<file path="src/rtl/mul_sequencer.sv">
// Shift-and-add 64-bit MUL (low product) sequencer that borrows the execute-stage ALU adder.
// Optional macro MUL_EARLY_TERM_EN: finish as soon as the remaining multiplier bits are all zero.
module mul_sequencer #(
    parameter int WIDTH = 64,
    parameter int CNT_W = 7
) (
    input  logic             clk,
    input  logic             reset_n,
    input  logic             start,
    input  logic [WIDTH-1:0] mul_a,
    input  logic [WIDTH-1:0] mul_b,
    input  logic [WIDTH-1:0] ex_data_1,
    input  logic [WIDTH-1:0] ex_data_2,
    input  logic [3:0]       ex_control,
    input  logic [WIDTH-1:0] alu_result,
    output logic [WIDTH-1:0] alu_data_1,
    output logic [WIDTH-1:0] alu_data_2,
    output logic [3:0]       alu_control,
    output logic             busy,
    output logic             done,
    output logic [WIDTH-1:0] product
);

    typedef enum logic [1:0] {
        IDLE = 2'd0,
        RUN  = 2'd1,
        DONE = 2'd2
    } state_t;

    localparam logic [3:0]       ALU_ADD  = 4'b0010;
    localparam logic [CNT_W-1:0] LAST_CNT = CNT_W'(WIDTH - 1);

`ifdef MUL_EARLY_TERM_EN
    localparam bit EARLY_TERM = 1'b1;
`else
    localparam bit EARLY_TERM = 1'b0;
`endif

    state_t           state_q,   state_d;
    logic [WIDTH-1:0] mcand_q,   mcand_d;
    logic [WIDTH-1:0] mplier_q,  mplier_d;
    logic [WIDTH-1:0] acc_q,     acc_d;
    logic [WIDTH-1:0] product_q, product_d;
    logic [CNT_W-1:0] count_q,   count_d;

    always_ff @(posedge clk or negedge reset_n) begin
        if (!reset_n) begin
            state_q   <= IDLE;
            mcand_q   <= '0;
            mplier_q  <= '0;
            acc_q     <= '0;
            product_q <= '0;
            count_q   <= '0;
        end else begin
            state_q   <= state_d;
            mcand_q   <= mcand_d;
            mplier_q  <= mplier_d;
            acc_q     <= acc_d;
            product_q <= product_d;
            count_q   <= count_d;
        end
    end

    always_comb begin
        state_d     = state_q;
        mcand_d     = mcand_q;
        mplier_d    = mplier_q;
        acc_d       = acc_q;
        product_d   = product_q;
        count_d     = count_q;
        alu_data_1  = ex_data_1;
        alu_data_2  = ex_data_2;
        alu_control = ex_control;
        busy        = 1'b0;
        done        = 1'b0;

        case (state_q)
            IDLE: begin
                if (start) begin
                    mcand_d  = mul_a;
                    mplier_d = mul_b;
                    acc_d    = '0;
                    count_d  = '0;
                    state_d  = RUN;
                end
            end
            RUN: begin
                busy        = 1'b1;
                alu_data_1  = acc_q;
                alu_data_2  = mcand_q;
                alu_control = ALU_ADD;
                if (EARLY_TERM && (mplier_q == '0)) begin
                    // Nothing left to add: the accumulator already holds the product.
                    product_d = acc_q;
                    state_d   = DONE;
                end else begin
                    if (mplier_q[0]) begin
                        acc_d = alu_result;
                    end
                    mcand_d  = mcand_q << 1;
                    mplier_d = mplier_q >> 1;
                    count_d  = count_q + 1'b1;
                    if (count_q == LAST_CNT) begin
                        product_d = acc_d;
                        state_d   = DONE;
                    end
                end
            end
            DONE: begin
                done    = 1'b1;
                state_d = IDLE;
            end
            default: begin
                state_d = IDLE;
            end
        endcase
    end

    assign product = product_q;

endmodule

</file>
<file path="config.mk">
export PLATFORM = sky130hd
export DESIGN_NAME = mul_sequencer
export DESIGN_NICKNAME = d
export VERILOG_FILES = /design/src/rtl/mul_sequencer.sv
export SDC_FILE = /design/constraint.sdc
export NUM_CORES = 1
export LEC_CHECK = 0
export CAP_MARGIN = 40
export CORE_AREA = 2 2 205 207
export CTS_BUF_LIST = sky130_fd_sc_hd__clkbuf_4 sky130_fd_sc_hd__clkbuf_8
export DETAILED_ROUTE_END_ITERATION = 8
export DIE_AREA = 0 0 207 209
export HOLD_SLACK_MARGIN = 0.12
export PLACE_DENSITY = 0.6
export SYNTH_ARGS = -nofsm -noshare
export SYNTH_HDL_FRONTEND = slang
export SYNTH_SLANG_ARGS = --single-unit
</file>
<file path="constraint.sdc">
create_clock -name clk -period 3.72 [get_ports clk]
set_input_delay 0.744 -clock clk [delete_from_list [all_inputs] [get_ports clk]]
set_output_delay 0.744 -clock clk [all_outputs]
set_load 0.01 [all_outputs]
</file>
Word-level counts from Yosys, hierarchy flattened
Index checks and enable logic that the tools add are counted.
- bits in registers: 265
- input bits: 327
- word-level logic and storage cells: 34
- output and inout bits: 198
- reduce and logical (&&, ||, !) cells: 5
- $add $sub $neg: 1
- equal/unequal tests: 5
- mux-type cells: 17
- operators by type and width (kind ; number):
    $mux W64 ; 6
    $pmux W64 S2 ; 3
    $pmux W7 S2 ; 1
    $add A7 B1 Y7 const B ; 1
    $eq A7 B6 Y1 const B ; 1
    $mux W7 ; 1
    $reduce_and A2 Y1 ; 3
    $mux W2 ; 2
    $mux W4 ; 1
    $ne A2 B2 Y1 const B ; 2
    $pmux W2 S2 ; 1
    $eq A2 B1 Y1 const B ; 1
    $eq A2 B2 Y1 const B ; 1
    $logic_not A2 Y1 ; 1
    $mux W1 ; 2
    $reduce_bool A2 Y1 ; 1

Longest topological paths before layout
Gate-level depths: netlist (run 1).
- depth after elaboration: 3
- gate-level depth with buffers: 8
- gate-level depth less buffers: 4

Worst setup path after synthesis (run 1)
OpenSTA, ideal clock, no wires.
- path kind: reg2out
- start: register state_q[1]
- end: output port alu_data_2[54]
- cell stages (with the launch flop): 8
- data arrival time: 1.545 ns
- setup slack: 1.431 ns
- buffers on the path: 3
- required time: 2.976 ns
- path through: dfrtp_1 nand2b_1 buf_2 inv_2 buf_2 buf_1 nand2_1 nand2_1
- cells in the longest elaborated chain, start to end: 2
- RTL lines (element ; RTL line ; RTL):
    start, declared ; 39 ; state_t state_q, state_d;
    start signal, assigned ; 55 ; state_q <= state_d;
    $eq A2 B1 Y1 ; 77 ; case (state_q)
    $mux W64 ; 77 ;
    end, declared ; 17 ; output logic [WIDTH-1:0] alu_data_2,
Every way passes these cells.

Worst setup path in the final report (run 1)
- start: register state_q[0]
- end: output port alu_data_2[45]
The elaborated chain is that of the path after synthesis.

==> flow_metrics.env, run 1 <==
export IMPL_synth_compound_area_frac=0.1600
export IMPL_cts_hold_buf=0
export IMPL_setup_violations=0
export IMPL_wl_met2_um=22250
export IMPL_avgViaCountPerCell=4.949
export IMPL_cts_tree="yes"
export IMPL_detailed_place_hpwl_um=32510
export IMPL_multi_input_area_um2=5878
export IMPL_synth_cell_types=33
export IMPL_required_ns=2.98
export IMPL_nNetsFinal=2188
export IMPL_syn_cell_area_um2=12920
export IMPL_criticalPathCategory="reg2out"
export IMPL_port_buffers=524
export IMPL_cts_root_buf="clkbuf_8"
export IMPL_yosysTopAreaCell="dfrtp_1"
export IMPL_post_route_period_util=0.9058
export IMPL_cts_inserted_buffers=47
export IMPL_avgSynthCellArea_um2=9.400
export IMPL_drtPass1Iterations=6
export IMPL_postRouteAntennaNets=0
export IMPL_rsz0062_at_grt="no"
export IMPL_synth_seq_cells=265
export IMPL_internal_power_mw=5.272
export IMPL_period_needed_ns=3.370
export IMPL_met1Wirelength_um=19180
export IMPL_pwr_share_comb=0.147
export IMPL_fmax_mhz=296.8
export IMPL_post_cts_resized=0
export IMPL_grt_pass1_vias=12220
export IMPL_status="completed"
export IMPL_peakVddDrop_v=0.0001976
export IMPL_cp_end_kind="primary output"
export IMPL_max_slew_margin=0.5380
export IMPL_cp_cell_sequence="nand2b_4 > buf_12 > nand2_1 > nand2_1 > clkdlybuf4s50_1"
export IMPL_startpoint_type="register"
export IMPL_skew_ns=0.03054
export IMPL_synth_top_family_by_area="compound AO/OA/AOI/OAI gates"
export IMPL_swShare=0.2387
export IMPL_nFillCells=3918
export IMPL_pwr_share_clk=0.408
export IMPL_totalWireLength_um=45710
export IMPL_wl_met3_um=3238
export IMPL_diodes=0
export IMPL_grt_max_degree=143
export IMPL_seq_area_frac_synth=0.5131
export IMPL_regArea_um2=6640
export IMPL_grt_overflow=0
export IMPL_dpl_cell_area_um2=18810
export IMPL_pwr_share_seq=0.445
export IMPL_tns_ns=0
export IMPL_insertion_delay_ns=0.58
export IMPL_cts_max_path_buffers=3
export IMPL_finalMaxSlewViolations=0
export IMPL_worst_pin_slew_ns=0.6929
export IMPL_ios=525
export IMPL_drive_gt1_frac=0.1253
export IMPL_cpMostUsedCell="nand2_1"
export IMPL_place_congestion=0.8442
export IMPL_core_area_um2=41290
export IMPL_drc_errors=0
export IMPL_die_y_um=209
export IMPL_yosys_area_share_adder=0.0009681
export IMPL_design_area_um2=19810
export IMPL_h_tree_depth=2
export IMPL_ys_warn_count=0
export IMPL_synth_mux_area_frac=0.1317
export IMPL_yosys_top_cells_area="dfrtp_1, nand2_1, mux2_2"
export IMPL_grtUsageTotal=0.2077
export IMPL_vias=12030
export IMPL_hp_class="in2async"
export IMPL_clk_pin_slew_ns=0.06
export IMPL_die_x_um=207
export IMPL_power_switching_mw=1.653
export IMPL_grt_pass1_wl_um=71590
export IMPL_hold_viol=0
export IMPL_rows=75
export IMPL_crit_arrival_ns=2.63
export IMPL_synth_top_area_share=0.5131
export IMPL_slowest_stage="dfrtp_4"
export IMPL_cts_setup_buffers=0
export IMPL_initial_core_util=0.3130
export IMPL_dr_max_layer_used="met5"
export IMPL_synthCells=1375
export IMPL_drt_iter0_drc=560
export IMPL_p_per_area_nw_per_um2=349.6
export IMPL_leakage_nw=8.893
export IMPL_wl_per_cell_um=18.81
export IMPL_yosys_area_share_simple=0.1591
export IMPL_syn_nets=1703
export IMPL_clock_sinks=265
export IMPL_max_stage_delay_ns=0.57
export IMPL_die_area_um2=43260
export IMPL_antenna_found_initial=1
export IMPL_crit_fanout=142
export IMPL_synth_xor_area_share=0
export IMPL_area_growth_pct=53.23
export IMPL_cap_violations=0
==> stage by stage <==
stage                     hold slack [ns]    util  power (mW)  setup slack, ns  cells
final                              0.1470  0.4797       6.924           0.3504   2430
after global routing               0.1896  0.4797       7.262           0.1659   2430
after CTS                          0.1660  0.4797       7.029           0.2478   2430
after detailed placement           0.4710  0.4556       4.158           0.8965   2350
after global placement             0.4582  0.4544       4.144           0.7054   2348
after floorplan                    0.4448       -       3.432            1.431   1375
==> synthesized netlist by cell type <==
master      n
nor3_1      1
mux2_2    123
inv_1       3
o211ai_1    1
o22ai_1     1
dfrtp_1   265
a22o_1     67
a22oi_1   100
mux2i_1    26
a21oi_1     1
o21ai_1     1
o21bai_1    1
nand4_1     1
nor2_1      1
nand3_1     2
o41ai_1     2
nor2b_1     2
o21ai_0   130
nor3b_1     2
ha_1        1
nand2_1   514
clkbuf_1   82
or3b_2      1
nand2b_1    3
o31ai_1     1
and2_1      5
buf_2      21
mux2_1      5
nor3_4      1
o311ai_0    2
buf_1       7
a31oi_1     1
inv_2       1
==> logic make-up after synthesis <==
kind of cell | Yosys count
flip-flops | 265
multiplexers | 154
AND/OR/NAND/NOR | 533
AO/OA/AOI/OAI | 308
adder cells (fa/ha/maj) | 1
buffers and inverters | 114
==> layout make-up <==
class | instances | area share
clock buffer | 75 | 0.04865
clock inverter | 5 | 0.001579
inverter | 4 | 0.001011
multi-input combinational | 996 | 0.2968
sequential | 265 | 0.3353
tap | 539 | 0.03405
timing repair buffer | 546 | 0.2826
==> cell usage in the layout, fill, tap and decap left out, types with 13 or more instances in the layout <==
cell type and instances:
clkdlybuf4s50_1 523, nand2_1 514, dfrtp_1 262, o21ai_0 130
mux2_2 123, a22oi_1 100, a22o_1 67, clkbuf_8 64
mux2i_1 26, buf_12 13
==> state kept, by name (all words and copies together), names as in the netlist <==
signal,cells
mplier_q,64
mcand_q,64
product,64
acc_q,64
state_q,2
count_q,7
==> layer usage <==
| metal | global-route usage | up-vias |
|---|---|---|
| met1 | 0.2624 | 5815 |
| met2 | 0.3522 | 447 |
| li1 | - | 5699 |
| met4 | 0.05665 | 2 |
| met5 | 0 | - |
| met3 | 0.05395 | 63 |
==> power by group through the flow <==
stage                     Clock (mW)  Combinational, mW  Sequential [mW]
after CTS                       2.92               1.03             3.08
final                           2.83               1.02             3.08
after global placement             0               1.02             3.13
after floorplan                    0              0.337             3.09
after detailed placement           0               1.03             3.13
after global routing            3.07               1.10             3.10
==> critical path: cells and delay by family (launching register included) <==
kind	cells	cell delay, ns
simple gates	3	0.40
buf+inv	2	1.00
flops	1	0.57
==> worst paths after layout <==
path	end	cells after the start	startpoint	slack, ns
max	alu_data_2[45]	5	state_q[0]$_DFFE_PN0P_	0.35
min	mcand_q[3]$_DFFE_PN0P_	1	reset_n	0.15
max reg2reg	mplier_q[17]$_DFFE_PN0P_	6	state_q[0]$_DFFE_PN0P_	1.37
min reg2reg	mplier_q[11]$_DFFE_PN0P_	2	mplier_q[11]$_DFFE_PN0P_	0.48
max in group asynchronous	acc_q[17]$_DFFE_PN0P_	3	reset_n	2.61
min in group clk	mplier_q[11]$_DFFE_PN0P_	2	mplier_q[11]$_DFFE_PN0P_	0.48
Note: power is estimated with default switching activity, not from simulation.
==> run 2: changes to the inputs <==
SLEW_MARGIN = 10   (was default)
==> results of run 2 <==
No change in the layout: final DEF, timing and power equal those of run 1.
